$ cat config.mk
export PLATFORM = sky130hd
export DESIGN_NAME = channel_code_synthesizer
export DESIGN_NICKNAME = d
export VERILOG_FILES = /design/src/rtl/channel_code_synthesizer_pkg.sv /design/src/rtl/chan_tap_mac.sv /design/src/rtl/signed_buffer.sv /design/src/rtl/channel_code_synthesizer.sv
export SDC_FILE = /design/constraint.sdc
export NUM_CORES = 2
export LEC_CHECK = 0
export BUFFER_PORTS_ARGS = -buffer_cell sky130_fd_sc_hd__buf_4
export CAP_MARGIN = 30
export CORE_UTILIZATION = 30
export CTS_CLUSTER_SIZE = 24
export DETAILED_ROUTE_END_ITERATION = 12
export GPL_ROUTABILITY_DRIVEN = 0
export SYNTH_ARGS = -nofsm -noshare
export SYNTH_HDL_FRONTEND = slang
export SYNTH_SLANG_ARGS = --single-unit
$ cat constraint.sdc
create_clock -name clk -period 15.73 [get_ports clk]
set_input_delay 0.7865 -clock clk [delete_from_list [all_inputs] [get_ports clk]]
set_output_delay 0.7865 -clock clk [all_outputs]
set_load 0.005 [all_outputs]
$ cat src/rtl/channel_code_synthesizer_pkg.sv
// Shared parameters for the channel code synthesizer slice.
//
// constant_gpack    : lane count and ADC code width, common to the receive
//                     datapath so loopback lane layouts line up.
// chan_synth_gpack  : channel model parameters (tap count, tap width, shift
//                     width), the derived history depth and accumulator width,
//                     plus the tap/code element types used on the ports.

package constant_gpack;
    localparam int channel_width  = 16;
    localparam int code_precision = 8;
endpackage

package chan_synth_gpack;
    import constant_gpack::*;

    localparam int chan_length     = 8;
    localparam int tap_precision   = 8;
    localparam int shift_precision = 4;

    // Number of past frames the impulse response can reach back into.
    localparam int hist_depth = (chan_length - 1 + channel_width - 1) / channel_width;

    // Sum of chan_length terms of +/-tap: one growth bit per doubling of the
    // term count plus one for negating the most negative tap value.
    localparam int acc_width = tap_precision + $clog2(chan_length) + 1;

    typedef logic signed [tap_precision-1:0]  tap_t;
    typedef logic signed [code_precision-1:0] code_t;
endpackage

$ cat src/rtl/chan_tap_mac.sv
// One lane of the channel code synthesizer: combinational multiply-accumulate
// of +/-1 symbols against the channel taps, followed by offset, arithmetic
// right shift and saturation to the ADC code range.
//
// Ports:
//   syms        : syms[k] is the symbol k UI before this lane (1 -> +1, 0 -> -1)
//   taps        : active channel impulse response, taps[k] weights syms[k]
//   code_offset : signed offset added to the accumulator before shifting
//   code_shift  : arithmetic right shift amount
//   code        : saturated signed output code

module chan_tap_mac
    import constant_gpack::*;
    import chan_synth_gpack::*;
(
    input  logic [chan_length-1:0]     syms,
    input  tap_t                       taps [chan_length],
    input  code_t                      code_offset,
    input  logic [shift_precision-1:0] code_shift,
    output code_t                      code
);

    // One extra bit over the wider operand so the offset add cannot wrap.
    localparam int SUM_W = ((acc_width > code_precision) ? acc_width : code_precision) + 1;
    localparam logic signed [SUM_W-1:0] CODE_MAX = SUM_W'((1 << (code_precision - 1)) - 1);
    localparam logic signed [SUM_W-1:0] CODE_MIN = ~CODE_MAX;

    logic signed [acc_width-1:0] acc;
    logic signed [acc_width-1:0] tap_ext;
    logic signed [SUM_W-1:0]     acc_ext;
    logic signed [SUM_W-1:0]     off_ext;
    logic signed [SUM_W-1:0]     biased;
    logic signed [SUM_W-1:0]     shifted;

    // Products are just +tap or -tap, so the MAC reduces to add/subtract.
    always_comb begin
        acc     = '0;
        tap_ext = '0;
        for (int k = 0; k < chan_length; k++) begin
            tap_ext = {{(acc_width - tap_precision){taps[k][tap_precision-1]}}, taps[k]};
            if (syms[k]) begin
                acc = acc + tap_ext;
            end else begin
                acc = acc - tap_ext;
            end
        end
    end

    assign acc_ext = {{(SUM_W - acc_width){acc[acc_width-1]}}, acc};
    assign off_ext = {{(SUM_W - code_precision){code_offset[code_precision-1]}}, code_offset};
    assign biased  = acc_ext + off_ext;
    // Signed operand: >>> rounds toward minus infinity.
    assign shifted = biased >>> code_shift;

    always_comb begin
        code = shifted[code_precision-1:0];
        if (shifted > CODE_MAX) begin
            code = CODE_MAX[code_precision-1:0];
        end else if (shifted < CODE_MIN) begin
            code = CODE_MIN[code_precision-1:0];
        end
    end

endmodule

$ cat src/rtl/signed_buffer.sv
// Multi-lane signed register pipeline with a per-stage load enable.
// A stage only captures when its load bit is set, so a stage holds its last
// value across gaps in the data stream.
//
// Ports:
//   clk, rstb : clock and synchronous active-low reset (clears every stage)
//   load      : load[s] enables capture into stage s (stage 0 takes data_in)
//   data_in   : lane values entering stage 0
//   data_out  : lane values of the final stage

module signed_buffer #(
    parameter int lanes  = 16,
    parameter int width  = 8,
    parameter int stages = 1
) (
    input  logic                    clk,
    input  logic                    rstb,
    input  logic [stages-1:0]       load,
    input  logic signed [width-1:0] data_in  [lanes],
    output logic signed [width-1:0] data_out [lanes]
);

    logic signed [width-1:0] pipe_reg [stages][lanes];

    always_ff @(posedge clk) begin
        if (!rstb) begin
            for (int s = 0; s < stages; s++) begin
                for (int l = 0; l < lanes; l++) begin
                    pipe_reg[s][l] <= '0;
                end
            end
        end else begin
            if (load[0]) begin
                for (int l = 0; l < lanes; l++) begin
                    pipe_reg[0][l] <= data_in[l];
                end
            end
            for (int s = 1; s < stages; s++) begin
                if (load[s]) begin
                    for (int l = 0; l < lanes; l++) begin
                        pipe_reg[s][l] <= pipe_reg[s-1][l];
                    end
                end
            end
        end
    end

    genvar gi;
    generate
        for (gi = 0; gi < lanes; gi++) begin : g_out
            assign data_out[gi] = pipe_reg[stages-1][gi];
        end
    endgenerate

endmodule

$ cat src/rtl/channel_code_synthesizer.sv
// Transmit-side channel emulator: turns frames of transmitted bits into
// synthetic signed ADC codes by convolving +/-1 symbols with a programmable
// channel impulse response, then offsetting, shifting and saturating. The
// output lane layout matches the receive datapath's ADC code input.
//
// Ports:
//   clk, rstb       : clock and synchronous active-low reset
//   bits_in         : frame of bits, lane 0 oldest; 1 -> +1, 0 -> -1
//   bits_in_valid   : frame present this cycle
//   taps_in         : new tap set, taps_in[k] weights the symbol k UI earlier
//   taps_load       : capture taps_in into the active tap set
//   code_offset     : offset added before the shift (sampled with the frame)
//   code_shift      : arithmetic right shift (sampled with the frame)
//   codes_out       : synthesized codes, one per lane
//   codes_out_valid : codes_out carries a new frame this cycle
//   primed          : enough frames seen to fill the history
//
// Latency: a frame accepted at edge N is presented after edge
// N + 1 + pipeline_depth.

module channel_code_synthesizer
    import constant_gpack::*;
    import chan_synth_gpack::*;
#(
    parameter int pipeline_depth = 1
) (
    input  logic                       clk,
    input  logic                       rstb,
    input  logic [channel_width-1:0]   bits_in,
    input  logic                       bits_in_valid,
    input  tap_t                       taps_in [chan_length],
    input  logic                       taps_load,
    input  code_t                      code_offset,
    input  logic [shift_precision-1:0] code_shift,
    output code_t                      codes_out [channel_width],
    output logic                       codes_out_valid,
    output logic                       primed
);

    // Symbol window seen by the MACs: the chan_length-1 most recent past
    // symbols (oldest at bit 0) followed by the current frame.
    localparam int WIN_LEN = channel_width + chan_length - 1;
    localparam int CNT_W   = $clog2(hist_depth + 2);
    // Result register plus pipeline_depth extra stages plus the output stage.
    localparam int STAGES  = pipeline_depth + 2;

    tap_t                taps_reg [chan_length];
    logic [WIN_LEN-1:0]  window;
    logic [CNT_W-1:0]    prime_cnt_reg;
    logic                accept_frame;
    logic [STAGES-1:0]   valid_reg;
    code_t               lane_code [channel_width];

    // ------------------------------------------------------------------
    // Active tap set. A frame accepted on the same edge as a load still sees
    // the old taps because the MACs read taps_reg before it updates.
    // ------------------------------------------------------------------
    always_ff @(posedge clk) begin
        if (!rstb) begin
            for (int k = 0; k < chan_length; k++) begin
                taps_reg[k] <= '0;
            end
        end else if (taps_load) begin
            for (int k = 0; k < chan_length; k++) begin
                taps_reg[k] <= taps_in[k];
            end
        end
    end

    // ------------------------------------------------------------------
    // Symbol history. Only the last chan_length-1 symbols can reach a tap,
    // so that is all that is stored; it spans hist_depth past frames.
    // ------------------------------------------------------------------
    generate
        if (chan_length > 1) begin : g_hist
            logic [chan_length-2:0] history_reg;

            always_ff @(posedge clk) begin
                if (!rstb) begin
                    history_reg <= '0;
                end else if (bits_in_valid) begin
                    history_reg <= window[WIN_LEN-1 -: (chan_length - 1)];
                end
            end

            assign window = {bits_in, history_reg};
        end else begin : g_no_hist
            assign window = bits_in;
        end
    endgenerate

    // ------------------------------------------------------------------
    // Priming: count valid frames up to hist_depth. Outputs are produced only
    // for frames arriving once the history holds real data.
    // ------------------------------------------------------------------
    always_ff @(posedge clk) begin
        if (!rstb) begin
            prime_cnt_reg <= '0;
        end else if (bits_in_valid && !primed) begin
            prime_cnt_reg <= prime_cnt_reg + CNT_W'(1);
        end
    end

    assign primed       = (prime_cnt_reg == CNT_W'(hist_depth));
    assign accept_frame = bits_in_valid && primed;

    // ------------------------------------------------------------------
    // Per-lane MACs. Lane gi sits at window position chan_length-1+gi, so
    // the symbol k UI earlier is k positions below it.
    // ------------------------------------------------------------------
    genvar gi, gk;
    generate
        for (gi = 0; gi < channel_width; gi++) begin : g_lane
            logic [chan_length-1:0] lane_syms;

            for (gk = 0; gk < chan_length; gk++) begin : g_sym
                assign lane_syms[gk] = window[chan_length - 1 + gi - gk];
            end

            chan_tap_mac u_mac (
                .syms        (lane_syms),
                .taps        (taps_reg),
                .code_offset (code_offset),
                .code_shift  (code_shift),
                .code        (lane_code[gi])
            );
        end
    endgenerate

    // ------------------------------------------------------------------
    // Valid shift register. valid_reg[s] marks that code stage s holds a new
    // frame, which is also the load enable for stage s+1.
    // ------------------------------------------------------------------
    always_ff @(posedge clk) begin
        if (!rstb) begin
            valid_reg <= '0;
        end else begin
            valid_reg <= {valid_reg[STAGES-2:0], accept_frame};
        end
    end

    assign codes_out_valid = valid_reg[STAGES-1];

    signed_buffer #(
        .lanes  (channel_width),
        .width  (code_precision),
        .stages (STAGES)
    ) u_code_pipe (
        .clk      (clk),
        .rstb     (rstb),
        .load     ({valid_reg[STAGES-2:0], accept_frame}),
        .data_in  (lane_code),
        .data_out (codes_out)
    );

endmodule
# Yosys cells after proc, flatten, opt, wreduce, memory -nomap -nowiden
# Memories as Yosys holds them, arrays and structs flattened.
# Cells that the tools add are included.
dict set report word_totals {
  reg_bits 76
  ramBits 384
  input_bits 96
  output_inout_bits 130
  elab_cells 572
  n_memories 1
}
# memory depth width rd rd_ports_with_merged_regs write_ports line
set mem_list {}
lappend mem_list {u_code_pipe.pipe_reg 3 128 3 0 3 signed_buffer.sv:23} ;# logic signed [width-1:0] pipe_reg [stages][lanes];
dict set report op_classes {
  add_sub_neg 242
  order_cmp 32
  eq_ne 1
  n_shift 16
  mux 218
  n_bitwise 48
  reduce_logical 3
}
# operator count
set op_table {}
lappend op_table {{$mux 12} 128}
lappend op_table {{$add 12x8->12} 112}
lappend op_table {{$sub 12x8->12} 112}
lappend op_table {{$mux 8} 80}
lappend op_table {{$add 12x8->13} 16}
lappend op_table {{$gt 13x8->1 const B} 16}
lappend op_table {{$lt 13x8->1 const B} 16}
lappend op_table {{$sshr 13x4->13} 16}
lappend op_table {{$or 1x1->1} 48}
lappend op_table {{$mux 1} 10}
lappend op_table {{$sub 1x8->9 const A} 1}
lappend op_table {{$add 2x1->2 const B} 1}
lappend op_table {{$eq 2x1->1 const B} 1}
lappend op_table {{$logic_and 1x1->1} 2}
lappend op_table {{$logic_not 1->1} 1}

# Logic depth before layout (Yosys ltp)
dict set report logic_depth {
  depth_word 22
  depth_mapped 52
  mapped_depth_nobuf 48
}

# By module
# From an unflattened synthesis, not the netlist that was laid out.
dict set report hier_totals {
  hier_cells 14841
  hier_area_um2 116304.0
}
# mod instances cells_per_inst area_per_inst_um2 seq_area_each_um2
set modules_own_cells {}
lappend modules_own_cells {{chan_tap_mac (g_lane[13].u_mac ...)} 8 828 5995.8 0.0}
lappend modules_own_cells {{chan_tap_mac (g_lane[0].u_mac ...)} 6 878 6248.5 0.0}
lappend modules_own_cells {signed_buffer 1 984 15598.7 11531.1}
lappend modules_own_cells {{chan_tap_mac (g_lane[12].u_mac)} 1 884 6313.6 0.0}
lappend modules_own_cells {{chan_tap_mac (g_lane[9].u_mac)} 1 835 6028.3 0.0}
lappend modules_own_cells {channel_code_synthesizer 1 246 2906.5 1521.5}

# Worst setup path after synthesis
# Ideal clock, no wire load.
dict set report synth_timing {
  path_type {input port to flip-flop}
  start {input bits_in[9]}
  end {memory u_code_pipe.pipe_reg[0][41] (netlist bit), data pin}
  setup_ps 275
  t_arrival_ps 10915
  required_ps 15455
  setup_slack_ps 4539
  stages 45
  cell_sequence {clkbuf_1 -> clkbuf_1 -> clkbuf_1 -> mux2_2 -> fa_1 -> fa_1 -> ha_1 -> a21o_1 -> a21oi_1 -> nor2b_1 -> o21a_1 -> nor2_1 -> xnor2_1 -> ha_1 -> or2_2 -> o311a_1 -> nor2_1 -> xnor2_1 -> [9 not listed] -> ha_1 -> or3_1 -> a211oi_1 -> nor3_1 -> xnor2_1 -> xnor3_1 -> xnor3_1 -> ha_1 -> clkbuf_1 -> a21oi_1 -> o21ai_0 -> a21oi_1 -> xnor2_1 -> o221ai_1 -> a211o_1 -> or4b_1 -> o31ai_4 -> o211ai_1}
}
# item line
set synth_rtl {}
lappend synth_rtl {{start: declaration} channel_code_synthesizer.sv:29} ;# input logic [channel_width-1:0] bits_in,
lappend synth_rtl {{end: declaration} signed_buffer.sv:23}

==> run metrics <==
Tmin final 12.54 ns; per-cell routed wire length 21.2 um; die area 338000 sq um; area leader, netlist ha_1; most frequent cell after synthesis ha_1; Slew Viols, Final 0; Clock Path Buffers 3; CTS resizes 0; max-cap viol count 0; GR Overflow Total 0; crit path launch type register; Die Height 581 um; Worst-Skew Late Latency 0.78 ns; Primary FF master, synth edfxtp_1; I/O Buffers 225; RSZ-0062 raised after global routing false; TritonCTS Sinks 460; Via-to-Cell Ratio 5.49; Synth Instances 12702; sequential cell area 13100 sq um; met2 usage 31.4%; syn nets 14255; GRT Max-Usage Layer met2; std cell rows 212; cell at the root of the clock tree clkbuf_16; Top cell by count, worst path ha_1; number of I/O pins 226; Syn. warnings 0; fmax 0.0797 GHz; crit path DAT 12.92 ns; top post-synthesis cells by count ha_1, xnor2_1, nor2_1, a21oi_1, o21ai_0; total setup buffers inserted after CTS 0; initial cell density of the core 30.2%; Area Overhead vs Synth 7.12%; drt drc 0; Worst Tran Pin Value 1.11 ns; max reg flops 384; hold_ws 0.282 ns; Core Box Area 334000 sq um; Final Setup Violations 0; GR Layer Usage met1 29.0%; initial antenna violation count 13; WS Path Type reg2reg; total CTS buffers 54; setup tns final 0 ns; fraction of the yosys area taken by sequential cells 13.0%; number of flops mapped to enable cells by yosys 384; clock transition at the registers of the reported paths 0.07 ns; met3 Use GR 2.31%; ys async rst share 0%; total global-route track usage 20.2%; worst-path maximum fanout 19; vias in the first global route 83328; DP Wirelength 284 mm; area of the multi-input gates 82400 sq um; Layout fillers 35281; CP endpoint kind register; Fin. Hold Viols 0; total wire length 357 mm; Synth Area per Inst 7.92 sq um; status finished clean; Final Cycle Share 79.7%; largest stage delay on the critical path 0.85 ns; Clock Skew 0.127 ns; Mapped Area 101000 sq um; Die Width 581 um; largest net degree at the start of global routing 131; post-synth top area share 16.5%; synth top area cells ha_1, edfxtp_1, xnor2_1, xor2_1, a21oi_1; Initial DRT Pass Iterations 8; Starting DRT DRC Count 8727; distinct cell type count after synthesis 112; Routed Antenna Nets 0; Slowest cell on crit path dfxtp_1; first-pass GRT wire length 534 mm; routed via count 92271; worst endpoint required time 16.11 ns; HP Class in2reg; TritonCTS clock tree done; CTS Hold Buffers Added 0; relative slew slack 24.0%; fin nets 13935; share of cells above drive strength 1 8.17%; CTS H-Tree Depth 2; Seq cells post-synth 460
==> critical path: cells and delay by family (launching register included) <==
kind / cells / cell delay [ns]
muxes: 1 / 0.32
buffers and inverters: 2 / 0.34
xor gates and xnor gates: 8 / 2.47
and+or+nand+nor: 7 / 1.25
AOI/OAI and AO/OA: 15 / 3.62
DFF: 1 / 0.85
adders and majority gates: 9 / 3.32
==> cells in the final DEF (no fill, tap or decap), drive strengths merged, types with 192 or more instances in the layout <==
cell | netlist | final
a21oi | 1105 | 1105
and3 | 348 | 348
nand2 | 477 | 477
buf | 264 | 450
xor2 | 727 | 727
nor3 | 192 | 192
a21o | 311 | 311
xnor2 | 1226 | 1226
ha | 1329 | 1329
o21bai | 357 | 357
edfxtp | 384 | 384
inv | 446 | 452
o21a | 195 | 195
nor2b | 240 | 240
o21ai | 1006 | 1006
nor2 | 1196 | 1196
==> final cells by class <==
class | count | area share (%)
antenna | 2 | 0.00464
sequential | 460 | 12.1
clock inverter | 23 | 0.204
tap | 4387 | 5.09
inverter | 450 | 1.57
clock buffer | 72 | 1.36
multi-input combinational | 10965 | 76.5
timing repair buffer | 451 | 3.18
==> layer usage <==
metal / vias to the layer above / part of all wire, %
met4: 22 / 3.4
met2: 3664 / 43
met1: 42765 / 47
met5: - / 0.032
met3: 605 / 7.2
li1: 45215 / -
==> stage by stage <==
| step | utilization [%] | instance area [sq um] | worst slack (ns) | cells |
|---|---|---|---|---|
| 6_report | 32.3 | 108000 | 3.19 | 16810 |
| 5_1_grt | 32.3 | 108000 | 2.57 | 16808 |
| 4_1_cts | 32.3 | 108000 | 3.36 | 16806 |
| 3_5_place_dp | 31.8 | 106000 | 3.52 | 16711 |
| 3_3_place_gp | 31.8 | 106000 | 3.45 | 16705 |
| 2_1_floorplan | - | 101000 | 4.54 | 12702 |
==> cells by family (layout without fill, tap and decap cells) <==
family	Yosys count	after routing	share of synthesized area, %
other	0	2	0
flip-flops	460	460	13.0
XOR/XNOR	1976	1976	17.5
buffers and inverters	1277	996	5.30
AND/OR/NAND/NOR	3185	3185	15.7
multiplexers	337	337	3.82
AO/OA/AOI/OAI	4010	4010	25.7
adder cells (fa/ha/maj)	1457	1457	19.1
==> final timing paths <==
kind	from	end	slack (ns)	depth (start not counted)
worst max-delay path	taps_reg[49]	u_code_pipe.pipe_reg[0][1]	3.19	42
worst min-delay path	taps_in[31]	taps_reg[31]	0.28	3
worst max register to register	taps_reg[49]	u_code_pipe.pipe_reg[0][1]	3.19	42
worst min register to register	prime_cnt_reg[1]	prime_cnt_reg[1]	0.50	1
Power is left out: the tool's default activity adds up to more than one toggle a clock period on the data nets, which glitch-free logic cannot reach.
